### config.mk
export PLATFORM = sky130hd
export DESIGN_NAME = bytebeat_sample_mixer_flat
export DESIGN_NICKNAME = d
export VERILOG_FILES = /design/src/rtl/bytebeat_sample_mixer_if.sv /design/src/rtl/bytebeat_sample_mixer.sv /design/src/flat_wrapper.sv
export SDC_FILE = /design/constraint.sdc
export NUM_CORES = 1
export LEC_CHECK = 0
export CAP_MARGIN = 15
export CORE_MARGIN = 2
export CORE_UTILIZATION = 30
export CTS_CLUSTER_SIZE = 25
export DETAILED_ROUTE_END_ITERATION = 16
export PLACE_DENSITY = 0.59
export SETUP_SLACK_MARGIN = 0.5
export SLEW_MARGIN = 0
export SYNTH_ARGS = -nofsm -noshare
export SYNTH_HDL_FRONTEND = slang
export SYNTH_SLANG_ARGS = --single-unit
export TNS_END_PERCENT = 5
### constraint.sdc
create_clock -name clk -period 5.1 [get_ports clk]
set_input_delay 1.53 -clock clk [delete_from_list [all_inputs] [get_ports clk]]
set_output_delay 1.53 -clock clk [all_outputs]
set_load 0.02 [all_outputs]
### src/rtl/bytebeat_sample_mixer_if.sv
`default_nettype none
// ============================================================================
//  Module   : bytebeat_sample_mixer_if
//  Brief    : Channel-side and PWM-side handshake bundle of the sample mixer.
//  Revision : 1.0 - initial release
// ============================================================================
interface bytebeat_sample_mixer_if #(
    parameter int N_CH = 8,
    parameter int W    = 8
);
    logic [N_CH*W-1:0] ch_data;
    logic [N_CH-1:0]   ch_vld;
    logic [N_CH-1:0]   ch_rdy;
    logic [N_CH-1:0]   ch_mask;
    logic [W-1:0]      mix_out;
    logic              mix_vld;
    logic              mix_rdy;
    logic              ovr_clr;
    logic              overrun;

    // master: generators + PWM stage side; slave: the mixer itself
    modport master (
        output ch_data, ch_vld, ch_mask, mix_rdy, ovr_clr,
        input  ch_rdy, mix_out, mix_vld, overrun
    );

    modport slave (
        input  ch_data, ch_vld, ch_mask, mix_rdy, ovr_clr,
        output ch_rdy, mix_out, mix_vld, overrun
    );
endinterface
`default_nettype wire

### src/rtl/bytebeat_sample_mixer.sv
`default_nettype none
// ============================================================================
//  Module   : bytebeat_sample_mixer
//  Brief    : Averages the enabled PCM channels once per sample period.
//  Revision : 1.0 - initial release
// ============================================================================
module bytebeat_sample_mixer #(
    parameter int N_CH     = 8,
    parameter int W        = 8,
    parameter int TICK_DIV = 256
) (
    input  wire logic               clk,
    input  wire logic               rst_n,
    bytebeat_sample_mixer_if.slave  bus
);

    localparam int IW  = $clog2(N_CH);
    localparam int CW  = IW + 1;
    localparam int SW  = W + IW;
    localparam int STW = $clog2(SW);
    localparam int TW  = $clog2(TICK_DIV);

    localparam logic [W-1:0]   c_MID      = {1'b1, {(W-1){1'b0}}};
    localparam logic [TW-1:0]  c_TICK_END = TW'(TICK_DIV - 1);
    localparam logic [IW-1:0]  c_IDX_LAST = IW'(N_CH - 1);
    localparam logic [STW-1:0] c_STEP_END = STW'(SW - 1);
    localparam logic [CW-1:0]  c_CNT_ONE  = CW'(1);
    localparam logic [IW-1:0]  c_IDX_ONE  = IW'(1);
    localparam logic [STW-1:0] c_STEP_ONE = STW'(1);
    localparam logic [TW-1:0]  c_TICK_ONE = TW'(1);

    typedef enum logic [1:0] {
        S_IDLE  = 2'd0,
        S_ACCUM = 2'd1,
        S_DIV   = 2'd2,
        S_DONE  = 2'd3
    } state_t;

    state_t          r_state;
    state_t          w_state_nxt;

    logic [TW-1:0]   r_tick_cnt;
    logic            w_tick;

    logic [W-1:0]    r_hold [N_CH];
    logic            w_rdy;

    logic [N_CH-1:0] r_mask;
    logic [SW-1:0]   r_sum;
    logic [CW-1:0]   r_cnt;
    logic [IW-1:0]   r_idx;
    logic [CW-1:0]   r_rem;
    logic [STW-1:0]  r_step;

    logic [W-1:0]    w_hold_sel;
    logic [CW:0]     w_trial;
    logic            w_ge;
    logic [CW-1:0]   w_rem_nxt;

    logic [W-1:0]    r_mix_out;
    logic            r_mix_vld;
    logic            r_overrun;
    logic            w_ovr_set;

    // ------------------------------------------------------------------
    // Sample-period tick
    // ------------------------------------------------------------------
    assign w_tick = (r_tick_cnt == c_TICK_END);

    always_ff @(posedge clk or negedge rst_n) begin
        if (!rst_n) begin
            r_tick_cnt <= '0;
        end else if (w_tick) begin
            r_tick_cnt <= '0;
        end else begin
            r_tick_cnt <= r_tick_cnt + c_TICK_ONE;
        end
    end

    // ------------------------------------------------------------------
    // Per-channel holding registers; only refreshed while IDLE so the
    // accumulation sees a stable snapshot
    // ------------------------------------------------------------------
    assign w_rdy = (r_state == S_IDLE) && rst_n;

    generate
        for (genvar gi = 0; gi < N_CH; gi++) begin : g_hold
            always_ff @(posedge clk or negedge rst_n) begin
                if (!rst_n) begin
                    r_hold[gi] <= c_MID;
                end else if (bus.ch_vld[gi] && w_rdy) begin
                    r_hold[gi] <= bus.ch_data[gi*W +: W];
                end
            end
            assign bus.ch_rdy[gi] = w_rdy;
        end
    endgenerate

    // ------------------------------------------------------------------
    // Control FSM
    // ------------------------------------------------------------------
    always_ff @(posedge clk or negedge rst_n) begin
        if (!rst_n) begin
            r_state <= S_IDLE;
        end else begin
            r_state <= w_state_nxt;
        end
    end

    always_comb begin
        w_state_nxt = r_state;
        case (r_state)
            S_IDLE:  if (w_tick)                 w_state_nxt = S_ACCUM;
            S_ACCUM: if (r_idx == c_IDX_LAST)    w_state_nxt = S_DIV;
            S_DIV:   if (r_step == c_STEP_END)   w_state_nxt = S_DONE;
            S_DONE:                              w_state_nxt = S_IDLE;
            default:                             w_state_nxt = S_IDLE;
        endcase
    end

    // ------------------------------------------------------------------
    // Restoring divider step: r_sum shifts the dividend out and the
    // quotient in, one bit per cycle
    // ------------------------------------------------------------------
    assign w_hold_sel = r_hold[r_idx];
    assign w_trial    = {r_rem, r_sum[SW-1]};
    assign w_ge       = (w_trial >= {1'b0, r_cnt});
    assign w_rem_nxt  = w_ge ? CW'(w_trial - {1'b0, r_cnt}) : w_trial[CW-1:0];

    always_ff @(posedge clk or negedge rst_n) begin
        if (!rst_n) begin
            r_mask <= '0;
            r_sum  <= '0;
            r_cnt  <= '0;
            r_idx  <= '0;
            r_rem  <= '0;
            r_step <= '0;
        end else begin
            case (r_state)
                S_IDLE: begin
                    if (w_tick) begin
                        r_mask <= bus.ch_mask;
                        r_sum  <= '0;
                        r_cnt  <= '0;
                        r_idx  <= '0;
                        r_rem  <= '0;
                    end
                end
                S_ACCUM: begin
                    if (r_mask[r_idx]) begin
                        r_sum <= r_sum + SW'(w_hold_sel);
                        r_cnt <= r_cnt + c_CNT_ONE;
                    end
                    r_idx  <= r_idx + c_IDX_ONE;
                    r_step <= '0;
                end
                S_DIV: begin
                    r_sum  <= {r_sum[SW-2:0], w_ge};
                    r_rem  <= w_rem_nxt;
                    r_step <= r_step + c_STEP_ONE;
                end
                default: begin
                end
            endcase
        end
    end

    // ------------------------------------------------------------------
    // Output handshake and overrun flag
    // ------------------------------------------------------------------
    assign w_ovr_set = (r_state == S_DONE) && r_mix_vld && !bus.mix_rdy;

    always_ff @(posedge clk or negedge rst_n) begin
        if (!rst_n) begin
            r_mix_out <= c_MID;
            r_mix_vld <= 1'b0;
            r_overrun <= 1'b0;
        end else begin
            if (r_state == S_DONE) begin
                // an empty mask yields midscale silence instead of the x/0 result
                r_mix_out <= (r_cnt == '0) ? c_MID : r_sum[W-1:0];
                r_mix_vld <= 1'b1;
            end else if (bus.mix_rdy) begin
                r_mix_vld <= 1'b0;
            end

            if (w_ovr_set) begin
                r_overrun <= 1'b1;
            end else if (bus.ovr_clr) begin
                r_overrun <= 1'b0;
            end
        end
    end

    assign bus.mix_out = r_mix_out;
    assign bus.mix_vld = r_mix_vld;
    assign bus.overrun = r_overrun;

    a_tick_only_in_idle : assert property (
        @(posedge clk) disable iff (!rst_n) w_tick |-> (r_state == S_IDLE)
    );

endmodule
`default_nettype wire

### src/flat_wrapper.sv
// flat-port wrapper written by rule: the top's interface ports become plain ports
module bytebeat_sample_mixer_flat 
#(
    parameter int N_CH     = 8,
    parameter int W        = 8,
    parameter int TICK_DIV = 256
)
  (clk, rst_n, bus_ch_data, bus_ch_vld, bus_ch_mask, bus_mix_rdy, bus_ovr_clr, bus_ch_rdy, bus_mix_out, bus_mix_vld, bus_overrun);
  bytebeat_sample_mixer_if #(.N_CH(N_CH), .W(W)) bus_i ();
  input  wire logic clk;
  input  wire logic rst_n;
  input wire logic [$bits(bus_i.ch_data)-1:0] bus_ch_data;
  input wire logic [$bits(bus_i.ch_vld)-1:0] bus_ch_vld;
  input wire logic [$bits(bus_i.ch_mask)-1:0] bus_ch_mask;
  input wire logic [$bits(bus_i.mix_rdy)-1:0] bus_mix_rdy;
  input wire logic [$bits(bus_i.ovr_clr)-1:0] bus_ovr_clr;
  output wire logic [$bits(bus_i.ch_rdy)-1:0] bus_ch_rdy;
  output wire logic [$bits(bus_i.mix_out)-1:0] bus_mix_out;
  output wire logic [$bits(bus_i.mix_vld)-1:0] bus_mix_vld;
  output wire logic [$bits(bus_i.overrun)-1:0] bus_overrun;
  assign bus_i.ch_data = bus_ch_data;
  assign bus_i.ch_vld = bus_ch_vld;
  assign bus_i.ch_mask = bus_ch_mask;
  assign bus_i.mix_rdy = bus_mix_rdy;
  assign bus_i.ovr_clr = bus_ovr_clr;
  assign bus_ch_rdy = bus_i.ch_rdy;
  assign bus_mix_out = bus_i.mix_out;
  assign bus_mix_vld = bus_i.mix_vld;
  assign bus_overrun = bus_i.overrun;
  bytebeat_sample_mixer #(.N_CH(N_CH), .W(W), .TICK_DIV(TICK_DIV)) u_core (.clk(clk), .rst_n(rst_n), .bus(bus_i));
endmodule
==> impl_metrics.json, run 1 <==
{
  "slew_viol_final": 0,
  "wl_per_cell_um": 16.23,
  "core_um2": 19530,
  "start_util": 0.3067,
  "path_cells": "buf_4 -> and2_1 -> clkdlybuf4s50_1",
  "cts-buffers-inserted": 17,
  "final.min_clock_period_ns": 4.311,
  "gr-total-overflow": 0,
  "max_freq_mhz": 232.0,
  "area_growth_pct": 30.39,
  "ctsResizeCount": 0,
  "grt_pass1_wl_mm": 23.03,
  "cts-root-buf": "clkbuf_16",
  "clk_pin_slew_ns": 0.05,
  "ir_worst_vdd_mv": 0.2351,
  "layout_common_cells": "dfrtp_1 (109), clkdlybuf4s50_1 (100), mux2_2 (79)",
  "dieArea_um2": 21110,
  "layoutNonFillerInstCount": 861,
  "place_hpwl_mm": 10.25,
  "drt-pass1-iter-count": 4,
  "slowest_stage": "clkdlybuf4s50_1",
  "grt_usage": 0.1387,
  "portBuffers": 101,
  "cts_buffer_depth": 2,
  "reg2regPathDepth": 11,
  "crit_type": "in -> out",
  "postCtsHoldBufs": 0,
  "synth_area_um2": 5989,
  "place_congestion": 0.8130,
  "hold_violations": 0,
  "die_h_um": 145.3,
  "syn_inst": 480,
  "cp-startpoint": "rst_n",
  "holdPathStages": 1,
  "first_iter_violations": 240,
  "via_per_inst": 4.767,
  "io_pins": 102,
  "final_area_um2": 7810,
  "mostFrequentLayoutCell": "dfrtp_1",
  "die_x_um": 145.3,
  "cp_max_fo": 12,
  "setup_tns_ns": 0,
  "synth.yosys.warnings": 0,
  "synth_edf_count": 0,
  "crit_family": "buffers and inverters",
  "wl_mm": 13.97,
  "n_antenna_cell": 0,
  "antenna_found_initial": 0,
  "clock-sinks": 118,
  "yosys_register_bits": 118,
  "avgSynthCellArea_um2": 12.48,
  "crit_path_max_incr_delay_ns": 0.71,
  "cap_violations": 0,
  "fin_skew_ns": 0.009930,
  "crit_cells": 3,
  "dp.cells": 829,
  "grt_pass1_vias": 4402,
  "drcViolationCount": 0,
  "finalNetCount": 692,
  "worstSetupStartpointType": "input pin",
  "required_ns": 3.57,
  "htreeDepth": 4,
  "ys_types": 51,
  "rsz0062_at_grt": "no",
  "placed_area_um2": 7231,
  "post_cts_buffers": 0,
  "ys.flop_type": "dfrtp_1",
  "synth_fp_nets": 589,
  "ys_seq_area_frac": 0.4949,
  "grt_max_degree": 71,
  "critPathArrivalTime_ns": 2.78,
  "relSlewSlack": 0.4183,
  "ant_nets": 0,
  "hold_path.class": "reg -> reg",
  "num_rows": 51,
  "postLayoutCoreUtil": 0.4000,
  "synth-async-reset-ratio": 1.000,
  "worst_pin_slew_ns": 0.8726,
  "finalSetupViolCount": 0,
  "drive_gt1_frac": 0.2366,
  "crit_path_end_kind": "output pin",
  "status": "finished clean",
  "final.period_utilization": 0.8453,
  "via_count": 4104,
  "cts_tree": "done",
  "p_leak_uw": 0.003181,
  "hold_start": "u_core.bus.overrun",
  "path_buf_inv": 2,
  "insertion_delay_ns": 0.41,
  "powerDensity_nw_per_um2": 317.5,
  "r2r-start": "u_core.r_idx[0]"
}
==> stage by stage <==
step	total power (µW)	setup slack [ns]	hold slack, ns
floorplan	1212	1.555	0.4461
global placement	1336	0.7683	0.4677
detailed placement	1347	0.7818	0.4814
CTS	2509	0.7647	0.4885
global route	2584	0.7130	0.4945
finish	2480	0.7892	0.4882
==> synth_stat cells, drive strengths merged, types with 3 or more instances <==
| cell type | count | share of area |
|---|---|---|
| mux2i | 4 | 0.0067 |
| xor2 | 4 | 0.0058 |
| clkbuf | 6 | 0.0038 |
| nor2 | 19 | 0.012 |
| nand2 | 41 | 0.026 |
| o21ai | 29 | 0.025 |
| dfstp | 9 | 0.039 |
| and2 | 3 | 0.0031 |
| nand3 | 10 | 0.0084 |
| mux4 | 18 | 0.073 |
| a21oi | 22 | 0.018 |
| xnor2 | 6 | 0.0088 |
| dfrtp | 109 | 0.46 |
| a211oi | 3 | 0.0038 |
| a21o | 4 | 0.0050 |
| nor2b | 5 | 0.0052 |
| a22oi | 4 | 0.0050 |
| o22ai | 3 | 0.0042 |
| a32o | 4 | 0.0067 |
| inv | 25 | 0.016 |
| buf | 15 | 0.018 |
| a22o | 10 | 0.015 |
| ha | 23 | 0.048 |
| mux2 | 79 | 0.15 |
==> sequential cells by signal, summed over array words and instances (netlist names) <==
name	count
u_core.bus.mix_vld	1
u_core.r_step	4
u_core.r_rem	4
u_core.bus.overrun	1
u_core.r_sum	11
u_core.r_cnt	4
u_core.r_hold	64
u_core.r_tick_cnt	8
u_core.r_state	2
u_core.r_idx	3
u_core.r_mask	8
u_core.bus.mix_out	8
==> power breakdown <==
| group | internal (µW) | switching, µW | total, µW | leakage (µW) |
|---|---|---|---|---|
| sequential | 1020 | 37.1 | 1060 | 0.00146 |
| clock | 721 | 431 | 1150 | 0.000271 |
| combinational | 169 | 98.7 | 268 | 0.00145 |
| total | 1910 | 567 | 2480 | 0.00318 |
==> layout make-up <==
class | instances | area [µm²]
fill | 1861 | 11720
multi-input combinational | 316 | 2803
timing repair buffer | 105 | 1039
inverter | 25 | 93.84
sequential | 118 | 2964
clock inverter | 10 | 95.09
clock buffer | 22 | 484.2
tap | 265 | 331.6
==> worst register-to-register path, delay by kind of cell, from the launching register on <==
family / cells / cell delay, ns
buffers and inverters: 2 / 0.44
adders and majority gates: 1 / 0.30
AOI/OAI and AO/OA: 5 / 1.23
and+or+nand+nor: 1 / 0.07
DFF: 1 / 0.41
muxes: 2 / 1.03
==> cell families after synthesis <==
group,synth area share
flip-flops,0.4949
multiplexers,0.2279
AO/OA/AOI/OAI,0.1032
AND/OR/NAND/NOR,0.06748
buffers and inverters,0.03718
adder cells (fa/ha/maj),0.05473
XOR/XNOR,0.01462
==> layer usage <==
layer	GRT usage	share of wire	up-vias	wire [µm]
li1	-	-	1956	-
met1	0.1795	0.45	2022	6275
met2	0.2242	0.48	111	6730
met3	0.03962	0.053	15	741
met4	0.04559	0.016	0	226
met5	0	0	-	0
==> worst paths after layout <==
path | slack [ns] | to
max in group asynchronous | 2.52 | u_core.r_hold[49]
min in group asynchronous | 1.26 | u_core.bus.mix_vld
worst max register to register | 1.57 | u_core.r_sum[9]
worst min-delay path | 0.49 | u_core.bus.overrun
worst min register to register | 0.49 | u_core.bus.overrun
worst max-delay path | 0.79 | bus_ch_rdy[4]
No activity file was read; power rests on OpenSTA's default activity.
==> run 2, diff against run 1 <==
--- a/config.mk
+++ b/config.mk
@@ -10,7 +10,7 @@
 export CORE_UTILIZATION = 30
 export CTS_CLUSTER_SIZE = 25
 export DETAILED_ROUTE_END_ITERATION = 16
-export PLACE_DENSITY = 0.59
+export PLACE_DENSITY = 0.61
 export SETUP_SLACK_MARGIN = 0.5
 export SLEW_MARGIN = 0
 export SYNTH_ARGS = -nofsm -noshare
==> constraint.sdc (replaced) <==
create_clock -name clk -period 3.6 [get_ports clk]
set_input_delay 1.08 -clock clk [delete_from_list [all_inputs] [get_ports clk]]
set_output_delay 1.08 -clock clk [all_outputs]
set_load 0.02 [all_outputs]
==> impl_metrics.json, run 2 (synthesized netlist as in run 1, its figures left out) <==
{
  "status": "finished clean",
  "worstSetupStartpointType": "input pin",
  "path_buf_inv": 2,
  "required_ns": 2.52,
  "grt_max_degree": 78,
  "crit_end": "bus_ch_rdy[3]",
  "postCtsHoldBufs": 0,
  "crit_type": "in -> out",
  "final.min_clock_period_ns": 3.217,
  "rrSetupSlack_ns": 0.49,
  "clock-sinks": 118,
  "crit_family": "buffers and inverters",
  "hold_violations": 0,
  "drcViolationCount": 0,
  "crit_path_end_kind": "output pin",
  "path_cells": "buf_4 -> and2_2 -> clkdlybuf4s50_1",
  "r2r_end": "u_core.r_sum[10]",
  "relSlewSlack": 0.3551,
  "dp.cells": 830,
  "worst_pin_slew_ns": 0.9674,
  "setup_tns_ns": 0,
  "cts-root-buf": "clkbuf_16",
  "area_growth_pct": 32.80,
  "core_um2": 19530,
  "routed-wl-met2_mm": 6.822,
  "layout_common_cells": "dfrtp_1 (107), clkdlybuf4s50_1 (98), mux2_2 (79)",
  "largest_reg_flops": 64,
  "wl_mm": 14.29,
  "gr-total-overflow": 0,
  "grt_pass1_vias": 4491,
  "dieArea_um2": 21110,
  "via_per_inst": 4.855,
  "n_antenna_cell": 0,
  "top_layer": "met4",
  "htreeDepth": 4,
  "wl_per_cell_um": 16.46,
  "layoutNonFillerInstCount": 868,
  "slowest_stage": "clkdlybuf4s50_1",
  "via_count": 4214,
  "powerDensity_nw_per_um2": 457.3,
  "start_util": 0.3067,
  "finalSetupViolCount": 0,
  "reg_top3": "u_core.r_hold: 64 flops, u_core.r_sum: 11 flops",
  "cp-startpoint": "rst_n",
  "hold_path.class": "reg -> reg",
  "rsz0062_at_grt": "yes",
  "final.period_utilization": 0.8936,
  "io_pins": 102,
  "first_iter_violations": 251,
  "die_h_um": 145.3,
  "drive_gt1_frac": 0.2587,
  "grt_pass1_wl_mm": 23.36,
  "mostFrequentLayoutCell": "dfrtp_1",
  "insertion_delay_ns": 0.41,
  "critPathArrivalTime_ns": 2.14,
  "portBuffers": 101,
  "r2r-start": "u_core.r_idx[0]",
  "max_freq_mhz": 310.9,
  "antenna_found_initial": 0,
  "registers.top_by_ff_count": "u_core.r_hold",
  "cts-buffers-inserted": 17,
  "reg2regPathDepth": 12,
  "p_leak_uw": 0.003262,
  "cp_max_fo": 12,
  "crit_path_max_incr_delay_ns": 0.66,
  "num_rows": 51,
  "route.met3.wl_um": 749,
  "drt-pass1-iter-count": 5,
  "finalNetCount": 699,
  "slew_viol_final": 0,
  "cts_tree": "done",
  "die_x_um": 145.3,
  "place_congestion": 0.8490,
  "ir_worst_vdd_mv": 0.2386,
  "fin_skew_ns": 0.01021,
  "grt_usage": 0.1396,
  "clk_pin_slew_ns": 0.05,
  "met1_length_mm": 6.454,
  "crit_cells": 3,
  "cts_buffer_depth": 2,
  "place_hpwl_mm": 10.47,
  "ant_nets": 0,
  "cap_violations": 0
}
==> run 2: routing by layer <==
metal	vias up	track usage
li1	1976	-
met1	2096	0.1782
met5	-	0
met2	125	0.2291
met3	17	0.04182
met4	0	0.04118
==> run 2: worst min-delay path by stage <==
stage | startpoint | to | cells after the start | slack, ns
5_1_grt | u_core.r_tick_cnt[7] | u_core.r_tick_cnt[7] | 1 | 0.51
3_5_place_dp | u_core.r_tick_cnt[7] | u_core.r_tick_cnt[7] | 1 | 0.48
3_3_place_gp | u_core.r_tick_cnt[7] | u_core.r_tick_cnt[7] | 1 | 0.47
4_1_cts | u_core.r_tick_cnt[7] | u_core.r_tick_cnt[7] | 1 | 0.49
6_report | u_core.r_tick_cnt[7] | u_core.r_tick_cnt[7] | 1 | 0.49
2_1_floorplan | u_core.r_tick_cnt[7] | u_core.r_tick_cnt[7] | 1 | 0.45
==> run 2: worst register-to-register path, stage by stage (launching register included) <==
cell and delay, ns:
dfrtp_2 0.39, buf_12 0.17, mux4_1 0.58, mux2_2 0.28, ha_1 0.22, inv_1 0.08
fa_1 0.20, nor2b_1 0.07, o211ai_1 0.30, o2bb2ai_2 0.17, nor2_1 0.08, a32o_1 0.24
a22o_1 0.22
==> run 2: cell type report <==
type	count	area, µm²
clock buffers	17	425.4
clock inverters	15	192.7
fillers	1869	11570
inverters	25	93.84
multi-input cells	316	2826
flip-flops and latches	118	2967
well taps	265	331.6
repair buffers	112	1117
==> run 2: what timing repair did <==
action,CTS,global route
pin swaps,0,1
endpoints found under the setup margin,14,13
setup buffers,0,6
resized for setup,5,6
==> run 2: power by group <==
| group | leakage, µW | switching (µW) | internal [µW] |
|---|---|---|---|
| logic | 0.00151 | 142 | 241 |
| registers | 0.00146 | 56.5 | 1450 |
| clock network | 0.000295 | 647 | 1100 |
==> run 2: metrics by stage <==
step,util,power (µW),hold WS [ns],instance area [µm²],setup WS (ns)
6_report,0.4073,3637,0.4897,7954,0.3831
5_1_grt,0.4073,3786,0.5095,7954,0.3360
4_1_cts,0.4031,3679,0.4910,7871,0.3583
3_5_place_dp,0.3713,1911,0.4773,7251,0.1847
3_3_place_gp,0.3713,1895,0.4672,7251,0.1801
2_1_floorplan,-,1717,0.4461,5993,0.5527
==> RTL edit 1: new RTL, config.mk and constraints of run 1 <==
`TICK_DIV` is set to 256 in 2 places; all go to 128.
--- a/src/rtl/bytebeat_sample_mixer.sv
+++ b/src/rtl/bytebeat_sample_mixer.sv
@@ -7,7 +7,7 @@
 module bytebeat_sample_mixer #(
     parameter int N_CH     = 8,
     parameter int W        = 8,
-    parameter int TICK_DIV = 256
+    parameter int TICK_DIV = 128
 ) (
     input  wire logic               clk,
     input  wire logic               rst_n,
--- a/src/flat_wrapper.sv
+++ b/src/flat_wrapper.sv
@@ -3,7 +3,7 @@
 #(
     parameter int N_CH     = 8,
     parameter int W        = 8,
-    parameter int TICK_DIV = 256
+    parameter int TICK_DIV = 128
 )
   (clk, rst_n, bus_ch_data, bus_ch_vld, bus_ch_mask, bus_mix_rdy, bus_ovr_clr, bus_ch_rdy, bus_mix_out, bus_mix_vld, bus_overrun);
   bytebeat_sample_mixer_if #(.N_CH(N_CH), .W(W)) bus_i ();
Check against the original RTL: same outputs for any inputs over 10 cycles, from zero or initial values and one cycle with rst_n low; that may be too few to reach the edited logic, so the function may still have changed.
==> RTL edit 1 against run 1 <==
Total power down 1.5%. Routed wire length up 0.77%. Register-to-register slack worse by 0.18 ns. Fmax fell by 1.8%. Worst setup slack got worse by 0.077 ns. First-iteration DRC count is 4.2% higher. Cell area fell by 0.67%. Utilization is 0.14 points lower. Cell count decreased by 0.58%. Sequential cell count shrank 1. Area after synthesis shrank 0.79%.
==> RTL edit 1: results (changes against run 1) <==
<table>
<tr><th>Metric</th><th>Value</th></tr>
<tr><th colspan="2">Routing</th></tr>
<tr><td>Met1 routed wirelength after detailed routing</td><td>6.454 mm (was 6.275 mm)</td></tr>
<tr><td>Wire length on met3</td><td>670 um (was 741 um)</td></tr>
<tr><td>Average via count per standard cell</td><td>4.827 (was 4.767)</td></tr>
<tr><td>Wire per inst</td><td>16.45 um (was 16.23 um)</td></tr>
<tr><td>Initial DRC count</td><td>250 (was 240)</td></tr>
<tr><td>DRT Pass-1 Iters</td><td>5 (was 4)</td></tr>
<tr><td>Vias post-DR</td><td>4132 (was 4104)</td></tr>
<tr><td>Met2 WL</td><td>6.759 mm (was 6.730 mm)</td></tr>
<tr><th colspan="2">Global routing</th></tr>
<tr><td>Number of global-route vias before repair</td><td>4348 (was 4402)</td></tr>
<tr><td>Grt met3 use</td><td>0.03751 (was 0.03962)</td></tr>
<tr><td>Largest net degree at the start of global routing</td><td>87 (was 71)</td></tr>
<tr><td>Overall track demand over capacity in global routing</td><td>0.1451 (was 0.1387)</td></tr>
<tr><td>Global routing usage on met2</td><td>0.2277 (was 0.2242)</td></tr>
<tr><th colspan="2">Synth</th></tr>
<tr><td>Share of the synthesized area in compound gates (AO/OA/AOI/OAI)</td><td>0.09307 (was 0.1032)</td></tr>
<tr><td>Leading cell types by total area after synthesis</td><td>sky130_fd_sc_hd__dfrtp_1 (45%), sky130_fd_sc_hd__mux2_2 (15%), sky130_fd_sc_hd__mux4_2 (4.9%) (was sky130_fd_sc_hd__dfrtp_1 (46%), sky130_fd_sc_hd__mux2_2 (15%), sky130_fd_sc_hd__ha_1 (4.8%))</td></tr>
<tr><td>Net count after synthesis</td><td>586 (was 589)</td></tr>
<tr><td>Sequential cell area fraction in the yosys report</td><td>0.4946 (was 0.4949)</td></tr>
<tr><td>Adder-cell area share of the yosys netlist</td><td>0.05517 (was 0.05473)</td></tr>
<tr><td>Instance count of the mapped netlist</td><td>477 (was 480)</td></tr>
<tr><th colspan="2">Setup path</th></tr>
<tr><td>Arrival time at the worst endpoint</td><td>2.86 ns (was 2.78 ns)</td></tr>
<tr><td>Biggest fanout along the worst timing path</td><td>16 (was 12)</td></tr>
<tr><th colspan="2">Timing</th></tr>
<tr><td>Clock skew</td><td>0.009129 ns (was 0.009930 ns)</td></tr>
<tr><th colspan="2">Power and ir drop</th></tr>
<tr><td>Peak supply drop</td><td>0.2149 mV (was 0.2351 mV)</td></tr>
<tr><th colspan="2">Placement</th></tr>
<tr><td>RePlAce Congestion</td><td>0.7942 (was 0.8130)</td></tr>
<tr><th colspan="2">Final layout</th></tr>
<tr><td>Count of nets after finishing</td><td>687 (was 692)</td></tr>
<tr><th colspan="2">Status</th></tr>
<tr><td>Result of the run</td><td>completed (unchanged)</td></tr>
</table>
[RTL edit 1: worst paths after layout]
check / slack [ns] / cells past startpoint / to
hold reg to reg: 0.46 / 1 / u_core.r_tick_cnt[0]
setup reg to reg: 1.39 / 11 / u_core.r_sum[10]
setup / recovery: 0.71 / 3 / bus_ch_rdy[3]
max in group asynchronous: 2.90 / 4 / u_core.r_hold[55]
min in group asynchronous: 1.15 / 2 / u_core.bus.mix_out[4]
hold / removal: 0.46 / 1 / u_core.r_tick_cnt[0]
[RTL edit 1: where the power goes]
group	leakage (nW)	switching (mW)	total [mW]	internal, mW
Clock	0.261	0.445	1.12	0.675
Combinational	1.48	0.100	0.271	0.171
Sequential	1.45	0.0373	1.05	1.01
Total	3.19	0.582	2.44	1.86
[RTL edit 1: area by class of cell]
| type | count | area (sq um) | share of cell area |
|---|---|---|---|
| Clock buffer | 19 | 432.9 | 0.05581 |
| Clock inverter | 13 | 126.4 | 0.01629 |
| Inverter | 21 | 78.83 | 0.01016 |
| Multi-Input combinational cell | 315 | 2783 | 0.3587 |
| Sequential cell | 117 | 2939 | 0.3789 |
| Tap cell | 265 | 331.6 | 0.04274 |
| Timing Repair Buffer | 106 | 1066 | 0.1374 |
[RTL edit 1: per-stage QoR]
stage	util	setup WS, ns
after global placement	0.3684	0.7412
after floorplan	-	1.344
after detailed placement	0.3684	0.7227
after CTS	0.3972	0.7100
final	0.3986	0.7118
after global routing	0.3986	0.6261
[RTL edit 1: cell families after synthesis]
kind of cell / Yosys count
AO/OA/AOI/OAI: 84
XOR/XNOR: 10
adder cells (fa/ha/maj): 25
buffers and inverters: 45
flip-flops: 117
multiplexers: 105
AND/OR/NAND/NOR: 91
==> RTL edit 2: new RTL, flow settings as in run 1 <==
Made on the original files. The 4 states of `state_t` get a Gray code encoding in 2 bits.
--- a/src/rtl/bytebeat_sample_mixer.sv
+++ b/src/rtl/bytebeat_sample_mixer.sv
@@ -30,10 +30,10 @@
     localparam logic [TW-1:0]  c_TICK_ONE = TW'(1);
 
     typedef enum logic [1:0] {
-        S_IDLE  = 2'd0,
-        S_ACCUM = 2'd1,
-        S_DIV   = 2'd2,
-        S_DONE  = 2'd3
+        S_IDLE  = 2'b00,
+        S_ACCUM = 2'b01,
+        S_DIV   = 2'b11,
+        S_DONE  = 2'b10
     } state_t;
 
     state_t          r_state;
Formal check against the unedited RTL: no difference found for any inputs over 10 cycles, from zero or initial values and one cycle with rst_n low; not proved beyond that.
==> RTL edit 2 against run 1 <==
Total power up 2.4%. Critical endpoint is now bus_ch_rdy[5]. Via count is 4.7% higher. Worst setup slack better by 0.22 ns. Routed wire length is 4.1% higher. Global-route usage grew 0.52 points. Area after synthesis increased by 0.73%. Sequential cell count did not move. Cell area up 0.37%.
==> RTL edit 2: results (changes against run 1) <==
<table>
<tr><th>Metric</th><th>Value</th></tr>
<tr><th colspan="2">Worst hold path</th></tr>
<tr><td>WHS Path Cells</td><td>2 (was 1)</td></tr>
<tr><td>Hold-critical path endpoint</td><td>u_core.r_mask[6] (was u_core.bus.overrun)</td></tr>
<tr><th colspan="2">Synth</th></tr>
<tr><td>Most instantiated cells after synthesis</td><td>sky130_fd_sc_hd__dfrtp_1 (109), sky130_fd_sc_hd__mux2_2 (72), sky130_fd_sc_hd__nand2_1 (55) (was sky130_fd_sc_hd__dfrtp_1 (109), sky130_fd_sc_hd__mux2_2 (79), sky130_fd_sc_hd__nand2_1 (41))</td></tr>
<tr><td>Sequential cell area fraction in the yosys report</td><td>0.4913 (was 0.4949)</td></tr>
<tr><td>Adder-cell area share of the yosys netlist</td><td>0.04604 (was 0.05473)</td></tr>
<tr><td>Post-synthesis share of cell area spent on xor and xnor gates</td><td>0.01452 (was 0.01462)</td></tr>
<tr><th colspan="2">Global routing</th></tr>
<tr><td>Number of global-route vias before repair</td><td>4549 (was 4402)</td></tr>
<tr><td>Overall track demand over capacity in global routing</td><td>0.1439 (was 0.1387)</td></tr>
<tr><td>Largest net degree at the start of global routing</td><td>65 (was 71)</td></tr>
<tr><th colspan="2">Setup path</th></tr>
<tr><td>Worst reg2reg path depth</td><td>9 (was 11)</td></tr>
<tr><td>Arrival time at the worst endpoint</td><td>2.56 ns (was 2.78 ns)</td></tr>
<tr><td>Minimum setup slack among reg-to-reg paths</td><td>1.31 ns (was 1.57 ns)</td></tr>
<tr><th colspan="2">Final layout</th></tr>
<tr><td>Number of fill cells in the layout</td><td>1883 (was 1861)</td></tr>
<tr><td>Share of post-route cells with drive strength above 1</td><td>0.2179 (was 0.2366)</td></tr>
<tr><td>Count of nets after finishing</td><td>707 (was 692)</td></tr>
<tr><th colspan="2">Status</th></tr>
<tr><td>Result of the run</td><td>completed (unchanged)</td></tr>
<tr><th colspan="2">Power and ir drop</th></tr>
<tr><td>Switching part of the total power</td><td>0.2154 (was 0.2285)</td></tr>
<tr><td>Peak supply drop</td><td>0.2437 mV (was 0.2351 mV)</td></tr>
<tr><th colspan="2">Routing</th></tr>
<tr><td>Average via count per standard cell</td><td>4.884 (was 4.767)</td></tr>
<tr><th colspan="2">Timing</th></tr>
<tr><td>Clock skew</td><td>0.009261 ns (was 0.009930 ns)</td></tr>
</table>
-- RTL edit 2: changes by cell type in the layout (fill, tap and decap cells not counted), moves of 5 or more --
cell,before,now
sky130_fd_sc_hd__nand3_1,10,27
sky130_fd_sc_hd__nand2_1,41,55
sky130_fd_sc_hd__and3_1,0,11
sky130_fd_sc_hd__o21ai_0,28,20
sky130_fd_sc_hd__inv_1,25,18
sky130_fd_sc_hd__mux2_2,79,72
sky130_fd_sc_hd__a21oi_1,22,16
sky130_fd_sc_hd__clkinvlp_4,5,0
-- RTL edit 2: through the flow --
step | util | instances | total power, mW | setup slack [ns]
finish | 0.4001 | 880 | 2.540 | 1.013
CTS | 0.4001 | 880 | 2.573 | 0.9971
global route | 0.4001 | 880 | 2.647 | 0.9507
floorplan | - | 510 | 1.213 | 1.648
global placement | 0.3694 | 848 | 1.335 | 1.055
detailed placement | 0.3694 | 848 | 1.345 | 0.9960
-- RTL edit 2: final cells by class --
type,instances,area [sq um],area share
Multi-Input combinational cell,341,2828,0.3607
Clock inverter,9,123.9,0.01580
Inverter,18,67.56,0.008619
Sequential cell,118,2964,0.3781
Timing Repair Buffer,106,1046,0.1334
Clock buffer,23,478.0,0.06097
Tap cell,265,331.6,0.04230
-- RTL edit 2: worst max path at each step --
stage,end,slack (ns),cells past startpoint
after global routing,bus_ch_rdy[4],0.95,3
after global placement,bus_ch_rdy[1],1.06,3
after CTS,bus_ch_rdy[4],1.0,3
after floorplan,bus_ch_rdy[0],1.65,2
after detailed placement,bus_ch_rdy[4],1.0,3
final,bus_ch_rdy[5],1.01,3
-- RTL edit 2: routing by layer --
metal	vias to the layer above	wire length (um)	GRT usage
li1	2032	-	-
met1	2160	6573	0.1866
met2	94	7214	0.2375
met3	12	612	0.04075
met4	0	149	0.03676
met5	-	0	0
-- RTL edit 2: worst register-to-register path: stages, from the launching register on --
cell	delay (ns)
sky130_fd_sc_hd__dfrtp_1	1.03
sky130_fd_sc_hd__buf_4	0.27
sky130_fd_sc_hd__mux4_2	0.48
sky130_fd_sc_hd__mux2i_1	0.26
sky130_fd_sc_hd__inv_1	0.08
sky130_fd_sc_hd__ha_1	0.28
sky130_fd_sc_hd__nand3_1	0.13
sky130_fd_sc_hd__a2111oi_0	0.59
sky130_fd_sc_hd__nor3_1	0.16
sky130_fd_sc_hd__a311o_1	0.38
-- RTL edit 2: power groups by stage --
stage                     registers, mW  logic [mW]  clock network, mW
after floorplan                    1.06       0.156                  0
after CTS                          1.06       0.274               1.24
after detailed placement           1.07       0.273                  0
final                              1.06       0.268               1.22
after global placement             1.07       0.267                  0
after global routing               1.07       0.294               1.29
